**config.mk**
```make
export PLATFORM = sky130hd
export DESIGN_NAME = vx_tensor_csr_bridge
export DESIGN_NICKNAME = d
export VERILOG_FILES = /design/src/rtl/vx_tensor_csr_pkg.sv /design/src/rtl/vx_tensor_csr_tilebuf.sv /design/src/rtl/vx_tensor_csr_bridge.sv
export SDC_FILE = /design/constraint.sdc
export NUM_CORES = 1
export LEC_CHECK = 0
export ABC_AREA = 1
export BUFFER_PORTS_ARGS = -buffer_cell sky130_fd_sc_hd__buf_2
export CAP_MARGIN = 20
export CORE_MARGIN = 5
export CORE_UTILIZATION = 65
export CTS_BUF_LIST = sky130_fd_sc_hd__clkbuf_4 sky130_fd_sc_hd__clkbuf_8 sky130_fd_sc_hd__clkbuf_16
export CTS_CLUSTER_SIZE = 10
export DETAILED_ROUTE_END_ITERATION = 16
export GPL_ROUTABILITY_DRIVEN = 0
export PLACE_DENSITY = 0.88
export SLEW_MARGIN = 20
export SYNTH_ARGS = -nofsm -noshare
export SYNTH_HDL_FRONTEND = slang
export SYNTH_HIERARCHICAL = 1
export SYNTH_SLANG_ARGS = --single-unit
```
**constraint.sdc**
```tcl
create_clock -name clk -period 6 [get_ports clk]
set_input_delay 0.3 -clock clk [delete_from_list [all_inputs] [get_ports clk]]
set_output_delay 0.3 -clock clk [all_outputs]
set_load 0.01 [all_outputs]
```
**src/rtl/vx_tensor_csr_pkg.sv**
```systemverilog
// vx_tensor_csr_pkg: bridge state encoding, CSR window offsets and CTRL/status bit positions.
package vx_tensor_csr_pkg;
    typedef enum logic [2:0] {S_IDLE, S_LOAD, S_WAIT_LD, S_WAIT_EX, S_WAIT_ST, S_STORE} state_t;
    localparam logic [1:0] GRP_A = 2'd0, GRP_B = 2'd1, GRP_C = 2'd2;
    localparam logic [3:0] OFF_CTRL = 4'd12, OFF_CYCLES = 4'd13;
    localparam int CTRL_START = 0, CTRL_CLR = 1;
    localparam int STAT_BUSY = 0, STAT_DONE = 1, STAT_ERR = 2;
endpackage

```
**src/rtl/vx_tensor_csr_tilebuf.sv**
```systemverilog
// vx_tensor_csr_tilebuf: NUM_ROWS x DATA_WIDTH row file, one write port, CSR and stream read ports.
module vx_tensor_csr_tilebuf #(
    parameter int NUM_ROWS = 4,
    parameter int DATA_WIDTH = 32,
    parameter int IW = $clog2(NUM_ROWS)
) (
    input  logic                  clk,
    input  logic                  reset,
    input  logic                  we,
    input  logic [IW-1:0]         waddr,
    input  logic [DATA_WIDTH-1:0] wdata,
    input  logic [IW-1:0]         csr_addr,
    input  logic [IW-1:0]         stream_addr,
    output logic [DATA_WIDTH-1:0] csr_data,
    output logic [DATA_WIDTH-1:0] stream_data
);
    logic [DATA_WIDTH-1:0] rows [NUM_ROWS];

    always_ff @(posedge clk) begin
        if (!reset) rows <= '{default: '0};
        else if (we) rows[waddr] <= wdata;
    end

    assign csr_data = rows[csr_addr];
    assign stream_data = rows[stream_addr];
endmodule

```
**src/rtl/vx_tensor_csr_bridge.sv**
```systemverilog
// vx_tensor_csr_bridge: CSR-programmed initiator that streams A/B tiles to the tensor unit and collects C.
// Define VX_TENSOR_CSR_TIMEOUT_EN to add a watchdog that aborts stalled handshakes with ERR set.
module vx_tensor_csr_bridge
    import vx_tensor_csr_pkg::*;
#(
    parameter int NUM_ROWS = 4,
    parameter int DATA_WIDTH = 32,
    parameter logic [11:0] CSR_BASE = 12'hCC0,
    parameter int TIMEOUT_CYC = 1024
) (
    input  logic                  clk,
    input  logic                  reset,
    input  logic                  csr_wr_valid,
    input  logic [11:0]           csr_wr_addr,
    input  logic [DATA_WIDTH-1:0] csr_wr_data,
    input  logic [11:0]           csr_rd_addr,
    output logic [DATA_WIDTH-1:0] csr_rd_data,
    output logic                  tensor_load_start,
    output logic [DATA_WIDTH-1:0] data_out_a,
    output logic [DATA_WIDTH-1:0] data_out_b,
    input  logic                  tensor_load_done,
    input  logic                  tensor_execute_done,
    input  logic                  tensor_store_start,
    input  logic                  tensor_store_done,
    input  logic [DATA_WIDTH-1:0] data_in_c,
    output logic                  busy,
    output logic                  done_irq
);
    localparam int IW = $clog2(NUM_ROWS);
    localparam logic [IW-1:0] LAST = IW'(NUM_ROWS - 1);

    state_t state;
    logic [IW-1:0] row, c_addr;
    logic [15:0] cycles;
    logic [11:0] wr_off, rd_off;
    logic [2:0] status;
    logic [DATA_WIDTH-1:0] a_csr, b_csr, c_csr, a_row, b_row, c_unused;
    logic c_full, ld_seen, ex_seen, ss_seen, sd_seen, done, err, timeout;
    logic wr_in, rd_in, ab_open, ctrl_wr, start, clr, ld, ex, ss, sd, last, c_we;

    assign wr_off = csr_wr_addr - CSR_BASE;
    assign rd_off = csr_rd_addr - CSR_BASE;
    assign wr_in = csr_wr_valid && wr_off < 12'd16;
    assign rd_in = rd_off < 12'd16;
    assign ab_open = wr_in && state == S_IDLE;
    assign ctrl_wr = wr_in && wr_off[3:0] == OFF_CTRL;
    assign start = ctrl_wr && csr_wr_data[CTRL_START];
    assign clr = ctrl_wr && csr_wr_data[CTRL_CLR];
    // handshake seen now or earlier in this operation
    assign ld = tensor_load_done || ld_seen;
    assign ex = tensor_execute_done || ex_seen;
    assign ss = tensor_store_start || ss_seen;
    assign sd = tensor_store_done || sd_seen;
    assign last = c_full || row == LAST;
    assign c_we = (state == S_WAIT_ST && ss) || (state == S_STORE && !c_full);
    assign c_addr = state == S_STORE ? row : '0;

    assign busy = state != S_IDLE;
    assign tensor_load_start = state == S_LOAD && row == '0;
    assign data_out_a = state == S_LOAD ? a_row : '0;
    assign data_out_b = state == S_LOAD ? b_row : '0;

    always_comb begin
        status = '0;
        status[STAT_BUSY] = busy;
        status[STAT_DONE] = done;
        status[STAT_ERR] = err;
    end

    assign csr_rd_data = !rd_in ? '0 :
                         rd_off[3:2] == GRP_A ? a_csr :
                         rd_off[3:2] == GRP_B ? b_csr :
                         rd_off[3:2] == GRP_C ? c_csr :
                         rd_off[3:0] == OFF_CTRL ? DATA_WIDTH'(status) :
                         rd_off[3:0] == OFF_CYCLES ? DATA_WIDTH'(cycles) : '0;

    vx_tensor_csr_tilebuf #(.NUM_ROWS(NUM_ROWS), .DATA_WIDTH(DATA_WIDTH)) u_a (
        .clk(clk), .reset(reset), .we(ab_open && wr_off[3:2] == GRP_A), .waddr(wr_off[IW-1:0]),
        .wdata(csr_wr_data), .csr_addr(rd_off[IW-1:0]), .stream_addr(row),
        .csr_data(a_csr), .stream_data(a_row));

    vx_tensor_csr_tilebuf #(.NUM_ROWS(NUM_ROWS), .DATA_WIDTH(DATA_WIDTH)) u_b (
        .clk(clk), .reset(reset), .we(ab_open && wr_off[3:2] == GRP_B), .waddr(wr_off[IW-1:0]),
        .wdata(csr_wr_data), .csr_addr(rd_off[IW-1:0]), .stream_addr(row),
        .csr_data(b_csr), .stream_data(b_row));

    vx_tensor_csr_tilebuf #(.NUM_ROWS(NUM_ROWS), .DATA_WIDTH(DATA_WIDTH)) u_c (
        .clk(clk), .reset(reset), .we(c_we), .waddr(c_addr),
        .wdata(data_in_c), .csr_addr(rd_off[IW-1:0]), .stream_addr(row),
        .csr_data(c_csr), .stream_data(c_unused));

`ifdef VX_TENSOR_CSR_TIMEOUT_EN
    localparam int WW = $clog2(TIMEOUT_CYC + 1);
    logic [WW-1:0] wd;
    logic waiting, adv;
    assign waiting = state inside {S_WAIT_LD, S_WAIT_EX, S_WAIT_ST, S_STORE};
    assign adv = (state == S_WAIT_LD && ld) || (state == S_WAIT_EX && ex) ||
                 (state == S_WAIT_ST && ss) || (state == S_STORE && last && sd);
    assign timeout = waiting && !adv && wd == WW'(TIMEOUT_CYC - 1);
    always_ff @(posedge clk) wd <= (!reset || !waiting || adv) ? '0 : wd + WW'(1);
`else
    localparam int unused_timeout = TIMEOUT_CYC;
    assign timeout = 1'b0;
`endif

    always_ff @(posedge clk) begin
        if (!reset) begin
            state <= S_IDLE;
            row <= '0;
            c_full <= 1'b0;
            {ld_seen, ex_seen, ss_seen, sd_seen} <= '0;
            done <= 1'b0;
            err <= 1'b0;
            done_irq <= 1'b0;
            cycles <= '0;
        end else begin
            done_irq <= 1'b0;
            if (busy) begin
                {ld_seen, ex_seen, ss_seen, sd_seen} <= {ld, ex, ss, sd};
                cycles <= cycles == 16'hFFFF ? cycles : cycles + 16'd1;
                if (clr) err <= 1'b0;
            end else if (clr) begin
                done <= 1'b0;
                err <= 1'b0;
            end
            case (state)
                S_IDLE: if (start) begin
                    state <= S_LOAD;
                    row <= '0;
                    c_full <= 1'b0;
                    {ld_seen, ex_seen, ss_seen, sd_seen} <= '0;
                    done <= 1'b0;
                    err <= 1'b0;
                    cycles <= '0;
                end
                S_LOAD: if (row == LAST) begin
                    state <= S_WAIT_LD;
                    row <= '0;
                end else row <= row + IW'(1);
                S_WAIT_LD: if (ld) state <= S_WAIT_EX;
                S_WAIT_EX: if (ex) state <= S_WAIT_ST;
                S_WAIT_ST: if (ss) begin
                    state <= S_STORE;
                    row <= IW'(1);
                end
                S_STORE: begin
                    if (!c_full) begin
                        if (row == LAST) c_full <= 1'b1;
                        else row <= row + IW'(1);
                    end
                    if (last && sd) begin
                        state <= S_IDLE;
                        done <= 1'b1;
                        done_irq <= 1'b1;
                    end
                end
                default: state <= S_IDLE;
            endcase
            if (timeout) begin
                state <= S_IDLE;
                done <= 1'b0;
                err <= 1'b1;
                done_irq <= 1'b1;
            end
        end
    end
endmodule
```
==> results.yml, run 1 <==
grt:
  grt_antenna_before_repair: 4
  first_global_vias: 21900
  global_route.usage.total: 0.317
  grt.overflow.total: 0
  global_route_wire_length_before_repair_um: 109000
  largest_net_degree_at_the_start_of_global_routing: 248
route:
  first_iter_violations: 2720
  drt_drc_violations_left: 0
  dr.pass1.iters: 6
  detail_route.wl_per_cell_um: 15.4
  vias_per_cell: 5.56
  vias: 24800
  postRouteAntennaNets: 0
  drt-total-wl_um: 68700
clock_network:
  cts.repair.resized: 0
  h-tree-depth: 2
  clock_sink_count: 413
  clkLatencyLatePin_ns: 0.59
  worst_setup_hold_path_clk_slew_ns: 0.06
  cts_tree: "yes"
  cts_root_buf: "sky130_fd_sc_hd__clkbuf_16"
  cts_made_buffers: 48
  cts_buffer_depth: 3
finish:
  num-nets-final: 4068
  layout.filler_cells: 3258
  area.growth.synth_to_final_pct: 8.01
  share_of_layout_cells_above_drive_strength_1: 0.0869
critical_path:
  worst-path-max-fanout: 91
  reg2reg_from: "state[0]$_SDFFE_PN0P_"
  setup.worst_path.start_class: "flip-flop"
  crit_arrival_ns: 3.09
  path_buf_inv: 3
  timing.reg2reg.worst_path_depth: 9
  critPathMaxStageDelay_ns: 0.98
  timing.critical_path.max_delay_family: "flip-flops"
  crit_slowest_cell: "sky130_fd_sc_hd__dfxtp_4"
  timing.setup.critical_path_class: "reg2out"
  reg2reg_setup_slack_ns: 2.69
  crit_path_end_kind: "primary output"
  worstPathCellList: "buf_4 > o211ai_1 > nand2_1 > inv_1 > nor2_1 > buf_2"
  crit-reg2reg-capture: "u_a/rows[19]$_SDFFE_PN0P_"
  worst-endpoint-required_ns: 5.70
die:
  starting_density_of_the_core: 0.659
  boundaryPins: 194
  design.die.area_um2: 41000
  placementRows: 70
  placeable_area_um2: 36600
  die_width_um: 203
  floorplan.die.height_um: 203
timing:
  post-route-min-period_ns: 3.39
  clock-skew-final_ns: 0.0229
  timing.setup.tns_ns: 0
  min_hold_slack_ns: 0.00985
  slew_headroom: 0.266
  tightestPinTransition_ns: 1.10
  setup_viol: 0
  rsz0062_at_grt: "no"
  report.final.hold_viol_count: 0
  period_share: 0.565
  finalMaxSlewViolations: 0
  timing.fmax_mhz: 295
status:
  outcome: "complete, no violations"
yosys:
  syn_avg_cell_area_um2: 6.11
  synth_area_um2: 24100
  synthesis.yosys.warnings: 6
  synth_cells: 3946
  synthesis.nets: 4044
pwr:
  pwr_density_cell_nw_per_um2: 266
  vdd_ir_drop_max_uv: 225
  power.static_leakage_nw: 13.7
hold_path:
  min_from: "data_in_c[8]"
  hold_depth: 3
  hold-path-endpoint: "u_c/rows[8]$_SDFFE_PN0P_"
  hold_path.class: "in2reg"
placement:
  dpl.hpwl_um: 41100
  portBuffers: 193
flow_run:
  timing.max_cap.violations: 0
[worst reg2reg max path, stage by stage (launching register included)]
cell and delay [ns]:
sky130_fd_sc_hd__dfxtp_1 0.40, sky130_fd_sc_hd__nor2_4 0.16, sky130_fd_sc_hd__nand2_4 0.24, sky130_fd_sc_hd__nor2_1 0.18, sky130_fd_sc_hd__nand2_1 0.15, sky130_fd_sc_hd__nor2_4 0.10, sky130_fd_sc_hd__buf_4 0.60, sky130_fd_sc_hd__nand3_4 0.87
sky130_fd_sc_hd__nor2_1 0.43, sky130_fd_sc_hd__nor2_1 0.08
[power breakdown]
part / internal, mW / leakage [nW] / switching, mW
clock: 1.55 / 0.680 / 1.12
sequential: 2.79 / 3.33 / 0.105
combinational: 0.415 / 9.66 / 0.933
[registers in the layout, indices dropped and copies added, names as in the netlist]
signal / count
u_a/rows: 128
u_b/rows: 128
u_c/rows: 128
cycles: 16
state: 3
row: 2
c_full: 1
done: 1
done_irq: 1
err: 1
ex_seen: 1
ld_seen: 1
sd_seen: 1
ss_seen: 1
[how the worst max path moves through the flow]
stage / from / to / slack [ns] / cells past startpoint
5_1_grt: state[0]$_SDFFE_PN0P_ / u_b/rows[15]$_SDFFE_PN0P_ / 2.45 / 10
6_report: row[0]$_SDFFE_PN0P_ / data_out_b[0] / 2.61 / 6
4_1_cts: row[0]$_SDFFE_PN0P_ / data_out_a[9] / 2.45 / 7
3_5_place_dp: state[0]$_SDFFE_PN0P_ / u_a/rows[19]$_SDFFE_PN0P_ / 2.82 / 9
3_3_place_gp: csr_rd_addr[0] / csr_rd_data[14] / 2.90 / 7
2_1_floorplan: state[0]$_SDFFE_PN0P_ / u_a/rows[100]$_SDFFE_PN0P_ / 3.97 / 12
[layout by cell type, fill, tap and decap left out, types with 6 or more instances in the layout]
master and n:
sky130_fd_sc_hd__a21oi_1 121, sky130_fd_sc_hd__a31oi_1 16, sky130_fd_sc_hd__buf_2 190, sky130_fd_sc_hd__buf_4 19
sky130_fd_sc_hd__clkbuf_16 49, sky130_fd_sc_hd__clkbuf_4 9, sky130_fd_sc_hd__dfxtp_1 411, sky130_fd_sc_hd__dlygate4sd3_1 25
sky130_fd_sc_hd__inv_1 486, sky130_fd_sc_hd__inv_2 11, sky130_fd_sc_hd__nand2_1 1262, sky130_fd_sc_hd__nand2_2 6
sky130_fd_sc_hd__nand3_1 120, sky130_fd_sc_hd__nand3_2 7, sky130_fd_sc_hd__nand3_4 9, sky130_fd_sc_hd__nor2_1 797
sky130_fd_sc_hd__nor2_2 13, sky130_fd_sc_hd__nor2_4 8, sky130_fd_sc_hd__nor3_1 6, sky130_fd_sc_hd__nor4_1 10
sky130_fd_sc_hd__o211ai_1 322, sky130_fd_sc_hd__o21ai_0 16, sky130_fd_sc_hd__o21ai_1 6, sky130_fd_sc_hd__o22ai_1 12
sky130_fd_sc_hd__xor2_1 9
[through the flow]
stage | power, mW | util | instance area [um2] | instances | setup slack, ns
2_1_floorplan | 3.88 | - | 24100 | 3946 | 3.97
3_3_place_gp | 4.23 | 0.667 | 24400 | 4363 | 2.90
3_5_place_dp | 4.26 | 0.667 | 24400 | 4363 | 2.82
4_1_cts | 6.91 | 0.711 | 26000 | 4451 | 2.45
5_1_grt | 7.20 | 0.711 | 26000 | 4452 | 2.45
6_report | 6.92 | 0.711 | 26000 | 4454 | 2.61
[layer usage]
metal	up-vias	part of all wire	wire length, um	track usage
li1	12300	-	-	-
met2	1183	0.46	31400	0.516
met5	-	0.00049	34	0
met3	207	0.089	6100	0.0514
met1	11100	0.40	27700	0.405
met4	4	0.051	3520	0.173
[repair_timing]
action | 4_1_cts | 5_1_grt
hold buffers | 25 | 0
hold endpoints to repair | 61 | 0
setup buffers | 0 | 0
[layout make-up]
type	instances	area, um2	share of cell area
well taps	468	586	0.0225
flip-flops and latches	413	8270	0.318
clock inverters	4	52.6	0.00202
inverters	499	1880	0.0720
repair buffers	239	1430	0.0547
clock buffers	59	1310	0.0502
diodes	3	7.51	0.000288
multi-input cells	2769	12500	0.481
(Power assumes the default switching activity.)
==> run 2, diff against run 1 <==
--- a/config.mk
+++ b/config.mk
@@ -9,12 +9,12 @@
 export BUFFER_PORTS_ARGS = -buffer_cell sky130_fd_sc_hd__buf_2
 export CAP_MARGIN = 20
 export CORE_MARGIN = 5
-export CORE_UTILIZATION = 65
+export CORE_UTILIZATION = 55
 export CTS_BUF_LIST = sky130_fd_sc_hd__clkbuf_4 sky130_fd_sc_hd__clkbuf_8 sky130_fd_sc_hd__clkbuf_16
 export CTS_CLUSTER_SIZE = 10
 export DETAILED_ROUTE_END_ITERATION = 16
 export GPL_ROUTABILITY_DRIVEN = 0
-export PLACE_DENSITY = 0.88
+export PLACE_DENSITY = 0.8
 export SLEW_MARGIN = 20
 export SYNTH_ARGS = -nofsm -noshare
 export SYNTH_HDL_FRONTEND = slang
==> constraint.sdc (replaced) <==
create_clock -name clk -period 2.75 [get_ports clk]
set_input_delay 0.1375 -clock clk [delete_from_list [all_inputs] [get_ports clk]]
set_output_delay 0.1375 -clock clk [all_outputs]
set_load 0.01 [all_outputs]
==> results.yml, run 2 (same netlist as run 1, synthesis figures left out) <==
critical_path:
  critPathMaxStageDelay_ns: 0.52
  reg2reg_from: "state[0]$_SDFFE_PN0P_"
  worstPathCellList: "buf_4 > o211ai_1 > nand2_1 > inv_1 > nor2_1 > buf_2"
  crit_arrival_ns: 2.51
  worst-endpoint-required_ns: 2.61
  timing.reg2reg.worst_path_depth: 10
  setup.worst_path.start_class: "flip-flop"
  path_buf_inv: 3
  critical_path_source: "row[1]$_SDFFE_PN0P_"
  crit_path_end_kind: "primary output"
  timing.setup.critical_path_class: "reg2out"
  crit_slowest_cell: "sky130_fd_sc_hd__buf_4"
  worst-path-max-fanout: 37
  worstSetupPathDepth: 6
  timing.critical_path.max_delay_family: "buffers and inverters"
route:
  drt-total-wl_um: 71000
  vias: 24700
  drt_drc_violations_left: 0
  postRouteAntennaNets: 0
  detail_route.wl_per_cell_um: 15.3
  dr.pass1.iters: 5
  first_iter_violations: 2957
  vias_per_cell: 5.30
finish:
  layout_common_cells: "sky130_fd_sc_hd__nand2_1 (1262), sky130_fd_sc_hd__nor2_1 (797), sky130_fd_sc_hd__inv_1 (486)"
  area.growth.synth_to_final_pct: 12.2
  share_of_layout_cells_above_drive_strength_1: 0.0953
  largestRegisters: "u_a/rows: 128 flops, u_b/rows: 128 flops, u_c/rows: 128 flops"
  num-nets-final: 4156
  final-instance-count-excl-fill: 4656
  most_frequent_standard_cell_in_the_layout_excluding_fill_and_tap_cells: "sky130_fd_sc_hd__nand2_1"
die:
  placeable_area_um2: 43300
  floorplan.die.height_um: 219
  boundaryPins: 194
  design.die.area_um2: 48100
  starting_density_of_the_core: 0.557
  placementRows: 76
  die_width_um: 219
pwr:
  internal_power_mw: 10.4
  power.static_leakage_nw: 14.1
  power_frac_clock: 0.377
  p_switching_mw: 4.71
  swShare: 0.312
  pwr_density_cell_nw_per_um2: 558
  part_of_the_total_power_dissipated_in_combinational_logic: 0.209
  vdd_ir_drop_max_uv: 425
  finalPower_mw: 15.1
  seq_power_share: 0.414
hold_path:
  hold_depth: 5
  min_from: "csr_wr_addr[2]"
  hold_path.class: "in2reg"
flow_run:
  timing.max_cap.violations: 0
clock_network:
  worst_setup_hold_path_clk_slew_ns: 0.06
  h-tree-depth: 2
  post-cts-setup-buffers: 0
  cts_root_buf: "sky130_fd_sc_hd__clkbuf_16"
  cts_buffer_depth: 3
  cts_made_buffers: 48
  cts_tree: "yes"
  clkLatencyLatePin_ns: 0.57
  clock_sink_count: 413
timing:
  rsz0062_at_grt: "no"
  slew_headroom: 0.325
  timing.setup.tns_ns: 0
  clock-skew-final_ns: 0.0177
  report.final.hold_viol_count: 0
  tightestPinTransition_ns: 1.01
  setup_viol: 0
  timing.fmax_mhz: 378
  post-route-min-period_ns: 2.65
  period_share: 0.962
  finalMaxSlewViolations: 0
grt:
  grt.overflow.total: 0
  largest_net_degree_at_the_start_of_global_routing: 189
  grt_antenna_before_repair: 1
  global_route.usage.total: 0.283
  first_global_vias: 21900
  global_route_wire_length_before_repair_um: 112000
placement:
  portBuffers: 193
  count_of_placed_standard_cells_including_taps: 4522
  dpl.hpwl_um: 45000
status:
  outcome: "complete, no violations"
==> run 2: cell types whose count changed in the layout (fill, tap and decap cells not counted) <==
cell,previous run,this run
sky130_fd_sc_hd__diode_2,3,1
sky130_fd_sc_hd__clkinv_2,1,2
sky130_fd_sc_hd__bufinv_16,1,0
sky130_fd_sc_hd__dlygate4sd3_1,25,70
sky130_fd_sc_hd__nand3_2,7,8
sky130_fd_sc_hd__buf_12,2,13
sky130_fd_sc_hd__clkbuf_4,9,10
sky130_fd_sc_hd__inv_6,2,0
sky130_fd_sc_hd__buf_4,19,50
==> run 2: worst min-delay path, stage by stage <==
cell and delay, ns:
sky130_fd_sc_hd__buf_2 0.14, sky130_fd_sc_hd__nor2_4 0.09, sky130_fd_sc_hd__nand3_1 0.09, sky130_fd_sc_hd__nand2_1 0.05, sky130_fd_sc_hd__nor2_1 0.07
==> run 2: path summary, 6_finish.rpt <==
path / slack, ns / endpoint
min: 0.05 / u_a/rows[103]$_SDFFE_PN0P_
max reg2reg: 0.14 / u_c/rows[3]$_SDFFE_PN0P_
min reg2reg: 0.45 / err$_SDFF_PN0_
max: 0.10 / data_out_b[0]
==> run 2: stage by stage <==
step / hold WS [ns] / setup WS (ns) / utilization / cell area [um2]
floorplan: 0.250 / 0.716 / - / 24100
global placement: 0.400 / 0.497 / 0.578 / 25000
detailed placement: 0.411 / 0.468 / 0.578 / 25000
CTS: 0.0398 / 0.0906 / 0.625 / 27000
global route: 0.0904 / 0.0171 / 0.625 / 27100
finish: 0.0538 / 0.105 / 0.625 / 27100
==> run 2: repair_timing <==
| item | CTS | global route |
|---|---|---|
| resized for setup | 0 | 1 |
| endpoints found under the hold margin | 366 | 0 |
| setup endpoints to repair | 0 | 21 |
| hold buffers | 70 | 0 |
==> run 2: layer usage <==
metal	GRT usage	wire (um)	part of all wire	up-vias
met5	0	0	0	-
met4	0.120	2750	0.039	0
met3	0.0366	5590	0.079	149
met2	0.465	33000	0.46	955
met1	0.375	29700	0.42	11200
li1	-	-	-	12400
==> run 2: final cells by class <==
class                   count  area, um2
fillers                  4181      16200
multi-input cells        2770      12500
clock buffers              60       1320
clock inverters             2       10.0
well taps                 585        732
inverters                 499       1880
repair buffers            326       2330
flip-flops and latches    413       8270
diodes                      1       2.50
==> run 2: power by group through the flow <==
stage / combinational [mW] / sequential (mW) / clock, mW
2_1_floorplan: 2.16 / 6.30 / 0
3_3_place_gp: 2.99 / 6.38 / 0
3_5_place_dp: 3.02 / 6.38 / 0
4_1_cts: 3.11 / 6.25 / 5.77
5_1_grt: 3.47 / 6.26 / 6.00
6_report: 3.15 / 6.25 / 5.69
